===== config.mk =====
export PLATFORM = sky130hd
export DESIGN_NAME = multicycle_ctrl
export DESIGN_NICKNAME = d
export VERILOG_FILES = /design/src/rtl/dptr_pkg.sv /design/src/rtl/op_class_decode.sv /design/src/rtl/multicycle_ctrl.sv
export SDC_FILE = /design/constraint.sdc
export NUM_CORES = 1
export LEC_CHECK = 0
export ABC_CLOCK_PERIOD_IN_PS = 1670
export CAP_MARGIN = 10
export CORE_AREA = 2 2 39 41
export CTS_CLUSTER_DIAMETER = 80
export CTS_CLUSTER_SIZE = 12
export DETAILED_ROUTE_END_ITERATION = 8
export DIE_AREA = 0 0 41 43
export DONT_BUFFER_PORTS = 1
export SLEW_MARGIN = 30
export SYNTH_ARGS = -nofsm -noshare
export SYNTH_HDL_FRONTEND = slang
export SYNTH_SLANG_ARGS = --single-unit

===== constraint.sdc =====
create_clock -name clk_i -period 1.67 [get_ports clk_i]
set_input_delay 0.167 -clock clk_i [delete_from_list [all_inputs] [get_ports clk_i]]
set_output_delay 0.167 -clock clk_i [all_outputs]
set_load 0.1 [all_outputs]

===== src/rtl/dptr_pkg.sv =====
// Shared types and constants for the DPTR multi-cycle control path:
// sequencer state encoding, primary opcode values, opcode classes and
// ALU operation encodings.
package dptr_pkg;

    typedef enum logic [2:0] {
        ST_IDLE   = 3'd0,
        ST_FETCH  = 3'd1,
        ST_DECODE = 3'd2,
        ST_EXEC   = 3'd3,
        ST_MEM    = 3'd4,
        ST_WB     = 3'd5,
        ST_TRAP   = 3'd6
    } state_t;

    typedef enum logic [2:0] {
        CLS_R    = 3'd0,
        CLS_LW   = 3'd1,
        CLS_SW   = 3'd2,
        CLS_BEQ  = 3'd3,
        CLS_ADDI = 3'd4,
        CLS_ILL  = 3'd5
    } op_class_t;

    localparam logic [5:0] OP_RTYPE = 6'b000000;
    localparam logic [5:0] OP_LW    = 6'b100011;
    localparam logic [5:0] OP_SW    = 6'b101011;
    localparam logic [5:0] OP_BEQ   = 6'b000100;
    localparam logic [5:0] OP_ADDI  = 6'b001000;

    localparam logic [1:0] ALUOP_ADD   = 2'b00;
    localparam logic [1:0] ALUOP_SUB   = 2'b01;
    localparam logic [1:0] ALUOP_FUNCT = 2'b10;

    // ALU operation used while an instruction of the given class executes.
    function automatic logic [1:0] aluOpFor(input op_class_t cls);
        logic [1:0] op;
        case (cls)
            CLS_R:   op = ALUOP_FUNCT;
            CLS_BEQ: op = ALUOP_SUB;
            default: op = ALUOP_ADD;
        endcase
        return op;
    endfunction

endpackage


===== src/rtl/op_class_decode.sv =====
// Combinational opcode classifier: maps IR[31:26] to an instruction class.
// Anything not recognised is classed as illegal.
module op_class_decode
    import dptr_pkg::*;
(
    input  logic [5:0] opcode_i,
    output op_class_t  class_o
);

    // Match the primary opcode against the supported instruction set.
    always_comb begin
        class_o = CLS_ILL;
        case (opcode_i)
            OP_RTYPE: class_o = CLS_R;
            OP_LW:    class_o = CLS_LW;
            OP_SW:    class_o = CLS_SW;
            OP_BEQ:   class_o = CLS_BEQ;
            OP_ADDI:  class_o = CLS_ADDI;
            default:  class_o = CLS_ILL;
        endcase
    end

endmodule


===== src/rtl/multicycle_ctrl.sv =====
// Multi-cycle sequencer for the DPTR datapath. Steps each instruction
// through FETCH/DECODE/EXEC/MEM/WB and drives the datapath enables.
// Optional feature: define MULTICYCLE_CTRL_TRAP_EN to send illegal opcodes
// to a sticky TRAP state; otherwise they retire as NOPs in DECODE.
module multicycle_ctrl
    import dptr_pkg::*;
(
    input  logic       clk_i,
    input  logic       rst_ni,
    input  logic       run_i,
    input  logic [5:0] opcode_i,
    input  logic       zero_i,
    input  logic       mem_ready_i,
    output logic       iOrD_o,
    output logic       memToRead_o,
    output logic       memToWrite_o,
    output logic       irWrite_o,
    output logic       pcWrite_o,
    output logic       pcSrc_o,
    output logic       aluSrc_o,
    output logic [1:0] aluOp_o,
    output logic       regDst_o,
    output logic       memToReg_o,
    output logic       regWrite_o,
    output logic       retire_o,
    output logic       trap_o,
    output logic [2:0] state_o
);

    state_t    state_q, state_d;
    op_class_t class_q, class_d;
    op_class_t decClass;
    state_t    returnState;

    op_class_decode uDecode (
        .opcode_i (opcode_i),
        .class_o  (decClass)
    );

    assign state_o     = state_q;
    assign returnState = run_i ? ST_FETCH : ST_IDLE;

    // State and latched instruction class; reset aborts any instruction in flight.
    always_ff @(posedge clk_i or negedge rst_ni) begin
        if (!rst_ni) begin
            state_q <= ST_IDLE;
            class_q <= CLS_R;
        end else begin
            state_q <= state_d;
            class_q <= class_d;
        end
    end

    // Next-state selection and datapath strobes for the current state.
    always_comb begin
        state_d      = state_q;
        class_d      = class_q;
        iOrD_o       = 1'b0;
        memToRead_o  = 1'b0;
        memToWrite_o = 1'b0;
        irWrite_o    = 1'b0;
        pcWrite_o    = 1'b0;
        pcSrc_o      = 1'b0;
        aluSrc_o     = 1'b0;
        aluOp_o      = ALUOP_ADD;
        regDst_o     = 1'b0;
        memToReg_o   = 1'b0;
        regWrite_o   = 1'b0;
        retire_o     = 1'b0;
        trap_o       = 1'b0;

        case (state_q)
            ST_IDLE: begin
                if (run_i) begin
                    state_d = ST_FETCH;
                end
            end

            ST_FETCH: begin
                memToRead_o = 1'b1;
                if (mem_ready_i) begin
                    irWrite_o = 1'b1;
                    pcWrite_o = 1'b1;
                    state_d   = ST_DECODE;
                end
            end

            ST_DECODE: begin
                class_d = decClass;
                if (decClass == CLS_ILL) begin
`ifdef MULTICYCLE_CTRL_TRAP_EN
                    state_d = ST_TRAP;
`else
                    retire_o = 1'b1;
                    state_d  = returnState;
`endif
                end else begin
                    state_d = ST_EXEC;
                end
            end

            ST_EXEC: begin
                aluOp_o  = aluOpFor(class_q);
                aluSrc_o = (class_q == CLS_LW) || (class_q == CLS_SW) ||
                           (class_q == CLS_ADDI);
                case (class_q)
                    CLS_BEQ: begin
                        pcWrite_o = zero_i;
                        pcSrc_o   = 1'b1;
                        retire_o  = 1'b1;
                        state_d   = returnState;
                    end
                    CLS_R, CLS_ADDI: state_d = ST_WB;
                    CLS_LW, CLS_SW:  state_d = ST_MEM;
                    default:         state_d = returnState;
                endcase
            end

            ST_MEM: begin
                iOrD_o       = 1'b1;
                memToRead_o  = (class_q == CLS_LW);
                memToWrite_o = (class_q == CLS_SW);
                if (mem_ready_i) begin
                    if (class_q == CLS_SW) begin
                        retire_o = 1'b1;
                        state_d  = returnState;
                    end else begin
                        state_d = ST_WB;
                    end
                end
            end

            ST_WB: begin
                regWrite_o = 1'b1;
                retire_o   = 1'b1;
                regDst_o   = (class_q == CLS_R);
                memToReg_o = (class_q == CLS_LW);
                state_d    = returnState;
            end

            ST_TRAP: begin
`ifdef MULTICYCLE_CTRL_TRAP_EN
                trap_o  = 1'b1;
                state_d = ST_TRAP;
`else
                state_d = ST_IDLE;
`endif
            end

            default: begin
                state_d = ST_IDLE;
            end
        endcase
    end

endmodule

==> results.json, run 1 <==
{
  "critical_path_required_ps": 1500,
  "instances_no_fill": 124,
  "grt-ovfl-total": 0,
  "insertion_delay_ps": 260,
  "rows": 14,
  "cp_max_fo": 3,
  "reg2reg_from": "state_o[2]$_DFFE_PN0P_",
  "port_buffers": 0,
  "postSynth.asyncResetShare_pct": 100,
  "synthFlopType": "dfrtp_1",
  "initial_core_util_pct": 43.2,
  "drt-pass1-iter-count": 4,
  "p_per_area_nw_per_um2": 1580,
  "seq_area_frac_synth_pct": 25.1,
  "cts_buffer_depth": 2,
  "synth_edf_count": 0,
  "die_w_um": 41,
  "period_share_pct": 113,
  "clk_pin_slew_ps": 60,
  "core_um2": 1380,
  "cp_slowest_cell": "dfrtp_4",
  "pin_count": 28,
  "synth_compound_area_share_pct": 27.0,
  "cts_sinks": 6,
  "vias": 735,
  "cp-end-kind": "output pin",
  "pre_cts_slack_ps": 43.3,
  "placed_cells": 116,
  "holdCritStartpoint": "opcode_i[4]",
  "grt_pass1_vias": 706,
  "total_power_mw": 1.76,
  "final_nets": 120,
  "status": "complete, but fails checks",
  "num_antenna_cells": 0,
  "numCtsBuffers": 3,
  "synth_fa_ha_area_share_pct": 0,
  "dieArea_um2": 1760,
  "area_growth_pct": 86.0,
  "violations": "negative setup slack",
  "drive_above_1_share_pct": 57.4,
  "place_hpwl_um": 1460,
  "maxCapViolCount": 0,
  "drc": 0,
  "cts-root-buf": "clkbuf_4",
  "detail_route.wirelength_um": 1860,
  "setup_violations": 12,
  "hold_depth": 1,
  "cpMostUsedCell": "buf_4",
  "timing.final.crit_period_ps": 1890,
  "synth_top_family_by_area": "simple AND/OR/NAND/NOR gates",
  "postSynthAreaPerCell_um2": 7.67,
  "r2r_setup_slack_ps": 0,
  "ys_warn_count": 0,
  "vias_per_cell": 5.93,
  "n_fill_cell": 89,
  "gp_congestion": 0.832,
  "final_area_um2": 1110,
  "leakagePower_nw": 0.433,
  "grt_usage_pct": 24.2,
  "setup_ws_ps": -222,
  "finClkSkew_ps": 17.0,
  "timing.fmax_ghz": 0.529,
  "crit_path_max_incr_delay_ps": 470,
  "arrival_ps": 1730,
  "startpoint_type": "flip-flop",
  "grt_max_degree": 11,
  "criticalPathCategory": "reg -> out",
  "r2r_cells": 7,
  "synthSimpleGateAreaFrac_pct": 33.9,
  "ant_nets": 0,
  "synth_mux_area_share_pct": 2.51,
  "ir_drop_uv": 1330,
  "fp.dieH_um": 43,
  "hold_path_end": "class_q[1]$_DFFE_PN0P_",
  "placed_cell_area_um2": 1020,
  "hold_slack_ps": 9.15,
  "cts_tree": "yes",
  "synth_area_um2": 598,
  "synth_seq_cells": 6,
  "cts_max_level": 1,
  "path_cells": "nand2b_4 -> or2_4 -> nor3_4 -> buf_4 -> buf_4 -> buf_16",
  "avgRoutedWirePerCell_um": 15.0,
  "r2r-end": "state_o[0]$_DFFE_PN0P_",
  "grt_pass1_wl_um": 2880,
  "synth_cell_types": 38,
  "grt_antenna_before_repair": 0,
  "synthXorXnorAreaFrac_pct": 1.46,
  "dr.first_iter.drc_count": 14,
  "timing.final.hold_violations": 0,
  "synth_cells": 78,
  "worstHoldPathType": "in -> reg",
  "slew_viol_final": 0,
  "syn-num-nets": 89,
  "rsz0062_at_grt": "yes"
}
synth_stat cells, types with 2 or more instances:
cell type   n  area [µm²]
a21oi_1    10        50.1
nor2_1      8        30.0
dfrtp_1     6         150
nand2_1     6        22.5
buf_2       3        15.0
inv_1       3        11.3
nand3_1     3        15.0
nor3_1      3        15.0
and3_1      2        12.5
buf_4       2        15.0
nand4b_1    2        17.5
nor2b_1     2        12.5
o211ai_1    2        15.0
o21ai_0     2        10.0
flip-flops by register name, indices dropped and copies added (netlist names):
signal   count
class_q      3
state_o      3
report_power, final:
group          internal, mW  switching [mW]  total, mW
clock network        0.0910          0.0605      0.151
registers             0.200          0.0657      0.266
logic                 0.471           0.872       1.34
total                 0.762           0.998       1.76
layout by cell type, fill, tap and decap left out, drive strengths merged, types with 2 or more instances in the layout:
cell type and n:
nor3 4, clkbuf 4, buf 32, and3 2
nand2 6, o21ai 3, nor2 8, nand4b 2
nand3 3, a21oi 10, nor2b 2, inv 2
o211ai 2, o31ai 2, dfrtp 6
routing by layer:
metal  track usage [%]  vias up  part of all wire (%)
li1                  -      344                     -
met1              26.1      355                    37
met2              42.5       32                    55
met3              6.81        4                   7.2
met4              7.33        0                  0.65
met5                 0        -                     0
cell families (layout without fill, tap and decap cells):
| group | Yosys count | count (layout) |
|---|---|---|
| compound gates | 24 | 24 |
| mux | 1 | 1 |
| buf+inv | 10 | 40 |
| simple gates | 35 | 35 |
| other cells | 1 | 1 |
| flops | 6 | 6 |
| xor+xnor | 1 | 1 |
worst max-delay path by stage:
| stage | from | to | slack (ps) |
|---|---|---|---|
| floorplan | state_o[2]$_DFFE_PN0P_ | pcWrite_o | -1350 |
| global placement | state_o[1]$_DFFE_PN0P_ | state_o[0]$_DFFE_PN0P_ | 50 |
| detailed placement | state_o[2]$_DFFE_PN0P_ | pcWrite_o | 40 |
| CTS | state_o[2]$_DFFE_PN0P_ | aluOp_o[0] | -220 |
| global route | state_o[2]$_DFFE_PN0P_ | aluOp_o[0] | -270 |
| finish | state_o[2]$_DFFE_PN0P_ | aluOp_o[0] | -220 |
area by class of cell:
cell class / count / area [µm²] / share of cell area (%)
Multi-Input combinational cell: 62 / 498 / 44.8
Timing Repair Buffer: 33 / 394 / 35.4
Sequential cell: 6 / 159 / 14.3
Clock buffer: 4 / 26.3 / 2.36
Tap cell: 16 / 20.0 / 1.80
Inverter: 3 / 15.0 / 1.35
worst max-delay path: cells and delay by family (launching register included):
kind	cells	cell delay, ps
buffers and inverters	3	420
flip-flops	1	470
AND/OR/NAND/NOR	3	580
per-stage QoR:
| stage | util (%) | TNS [ps] |
|---|---|---|
| 4_1_cts | 78.1 | -1530 |
| 3_5_place_dp | 74.0 | 0 |
| 2_1_floorplan | - | -8260 |
| 3_3_place_gp | 74.0 | 0 |
| 5_1_grt | 80.4 | -2280 |
| 6_report | 80.4 | -1610 |
timing repair:
action	in CTS	in global routing
gates cloned	0	0
pin swaps	1	1
hold buffers	1	0
buffers inserted	1	2
setup endpoints to repair	11	14
resized for setup	4	4
endpoints found under the hold margin	6	0
No activity file was read; power rests on OpenSTA's default activity.
==> run 2, diff against run 1 <==
Settings changed: CELL_PAD_IN_SITES_DETAIL_PLACEMENT from default to 0, CELL_PAD_IN_SITES_GLOBAL_PLACEMENT from default to 1, CORE_AREA 2 2 39 41 to default, CORE_MARGIN from default to 2, CORE_UTILIZATION from default to 40, DIE_AREA 0 0 41 43 to default, PLACE_DENSITY_LB_ADDON from default to 0.1.
==> run 2 against run 1 <==
  * The flow still finishes with violations (negative setup slack)
  * Total power grew 6.1%
  * Count of clock-buffer cells in the layout did not move
  * Sequential share of layout area shrank 0.70 points
  * Flip-flop and latch count unchanged
  * Largest cell class unchanged
  * Highest routed layer unchanged
==> results.json, run 2 (same netlist as run 1, synthesis figures left out) <==
{
  "final_cell_mix": "buf_4, buf_12, a21oi_1",
  "crit_buf_inv": 2,
  "die_w_um": 42.7,
  "cts_sinks": 6,
  "detail_route.wirelength_um": 2160,
  "avgRoutedWirePerCell_um": 17.2,
  "maxCapViolCount": 0,
  "setup_ws_ps": -222,
  "grt_pass1_wl_um": 3120,
  "grt_antenna_before_repair": 0,
  "timing.final.hold_violations": 0,
  "criticalPathCategory": "reg -> out",
  "rsz0062_at_grt": "yes",
  "cpLargestDelayFamily": "flip-flops",
  "cp-end-kind": "output pin",
  "area_growth_pct": 95.6,
  "worstHoldPathType": "in -> reg",
  "vias_per_cell": 6.21,
  "initial_core_util_pct": 44.3,
  "drc": 0,
  "grt_max_degree": 10,
  "cp_slowest_cell": "dfrtp_4",
  "timing.fmax_ghz": 0.528,
  "crit_path_max_incr_delay_ps": 470,
  "drive_above_1_share_pct": 57.7,
  "arrival_ps": 1730,
  "cts_buffer_depth": 2,
  "numCtsBuffers": 3,
  "fp.dieH_um": 42.7,
  "cp_max_fo": 3,
  "hold_slack_ps": 35.8,
  "final_area_um2": 1170,
  "drt-pass1-iter-count": 5,
  "finClkSkew_ps": 6.52,
  "vias": 783,
  "num_antenna_cells": 0,
  "dr.first_iter.drc_count": 15,
  "final_common_cell": "buf_4",
  "grt-ovfl-total": 0,
  "grt_pass1_vias": 701,
  "timing.final.crit_period_ps": 1890,
  "path_cells": "nand2b_4 -> or2_4 -> buf_4 -> a21oi_4 -> o21a_4 -> buf_12",
  "final_nets": 123,
  "insertion_delay_ps": 260,
  "gp_congestion": 0.832,
  "placed_cell_area_um2": 1030,
  "leakagePower_nw": 0.454,
  "startpoint_type": "flip-flop",
  "ant_nets": 0,
  "grt_usage_pct": 23.5,
  "core_um2": 1350,
  "pin_count": 28,
  "place_hpwl_um": 1460,
  "total_power_mw": 1.87,
  "port_buffers": 0,
  "p_per_area_nw_per_um2": 1600,
  "cts-root-buf": "clkbuf_4",
  "ir_drop_uv": 1250,
  "cts_max_level": 1,
  "cts_tree": "yes",
  "pre_cts_slack_ps": 45.9,
  "violations": "negative setup slack",
  "dieArea_um2": 1820,
  "setup_violations": 11,
  "period_share_pct": 113,
  "slew_viol_final": 0,
  "critical_path_required_ps": 1500,
  "clk_pin_slew_ps": 40,
  "rows": 13,
  "status": "complete, but fails checks"
}
==> run 2: final cells by class <==
type | count | area (µm²)
Sequential cell | 6 | 159
Timing Repair Buffer | 36 | 435
Tap cell | 15 | 18.8
Fill cell | 69 | 180
Clock buffer | 4 | 26.3
Inverter | 3 | 15.0
Multi-Input combinational cell | 62 | 515
==> run 2: path summary, 6_finish.rpt <==
| check | start | to | slack, ps | cells after the start |
|---|---|---|---|---|
| min | mem_ready_i | state_o[2]$_DFFE_PN0P_ | 40 | 1 |
| max reg2reg | state_o[2]$_DFFE_PN0P_ | state_o[0]$_DFFE_PN0P_ | 40 | 6 |
| min in group asynchronous | rst_ni | state_o[1]$_DFFE_PN0P_ | 230 | 1 |
| min reg2reg | class_q[0]$_DFFE_PN0P_ | class_q[0]$_DFFE_PN0P_ | 640 | 2 |
| max in group asynchronous | rst_ni | state_o[2]$_DFFE_PN0P_ | 1170 | 1 |
| max | state_o[2]$_DFFE_PN0P_ | aluSrc_o | -220 | 6 |
==> run 2: through the flow <==
step / TNS, ps / instances / utilization, %
after floorplan: -8260 / 78 / -
after global placement: 0 / 115 / 76.6
after detailed placement: 0 / 115 / 76.6
after CTS: -1250 / 121 / 81.0
after global routing: -2410 / 126 / 86.7
final: -1530 / 126 / 86.7
==> run 2: power breakdown <==
part	internal (mW)	switching, mW
registers	0.200	0.0809
clock network	0.0913	0.0654
logic	0.520	0.910
total	0.811	1.06
==> run 2: repair_timing <==
action / in CTS / in global routing
hold buffers: 2 / 0
endpoints found under the hold margin: 7 / 0
resized for setup: 4 / 8
endpoints found under the setup margin: 11 / 13
setup buffers: 0 / 6
pin swaps: 2 / 2
==> run 2: routing by layer <==
| metal | vias to the layer above | wire length [µm] | track usage (%) |
|---|---|---|---|
| met5 | - | 0 | 0 |
| met3 | 13 | 186 | 6.38 |
| met1 | 368 | 837 | 27.6 |
| li1 | 352 | - | - |
| met4 | 0 | 99 | 18.8 |
| met2 | 50 | 1040 | 35.5 |
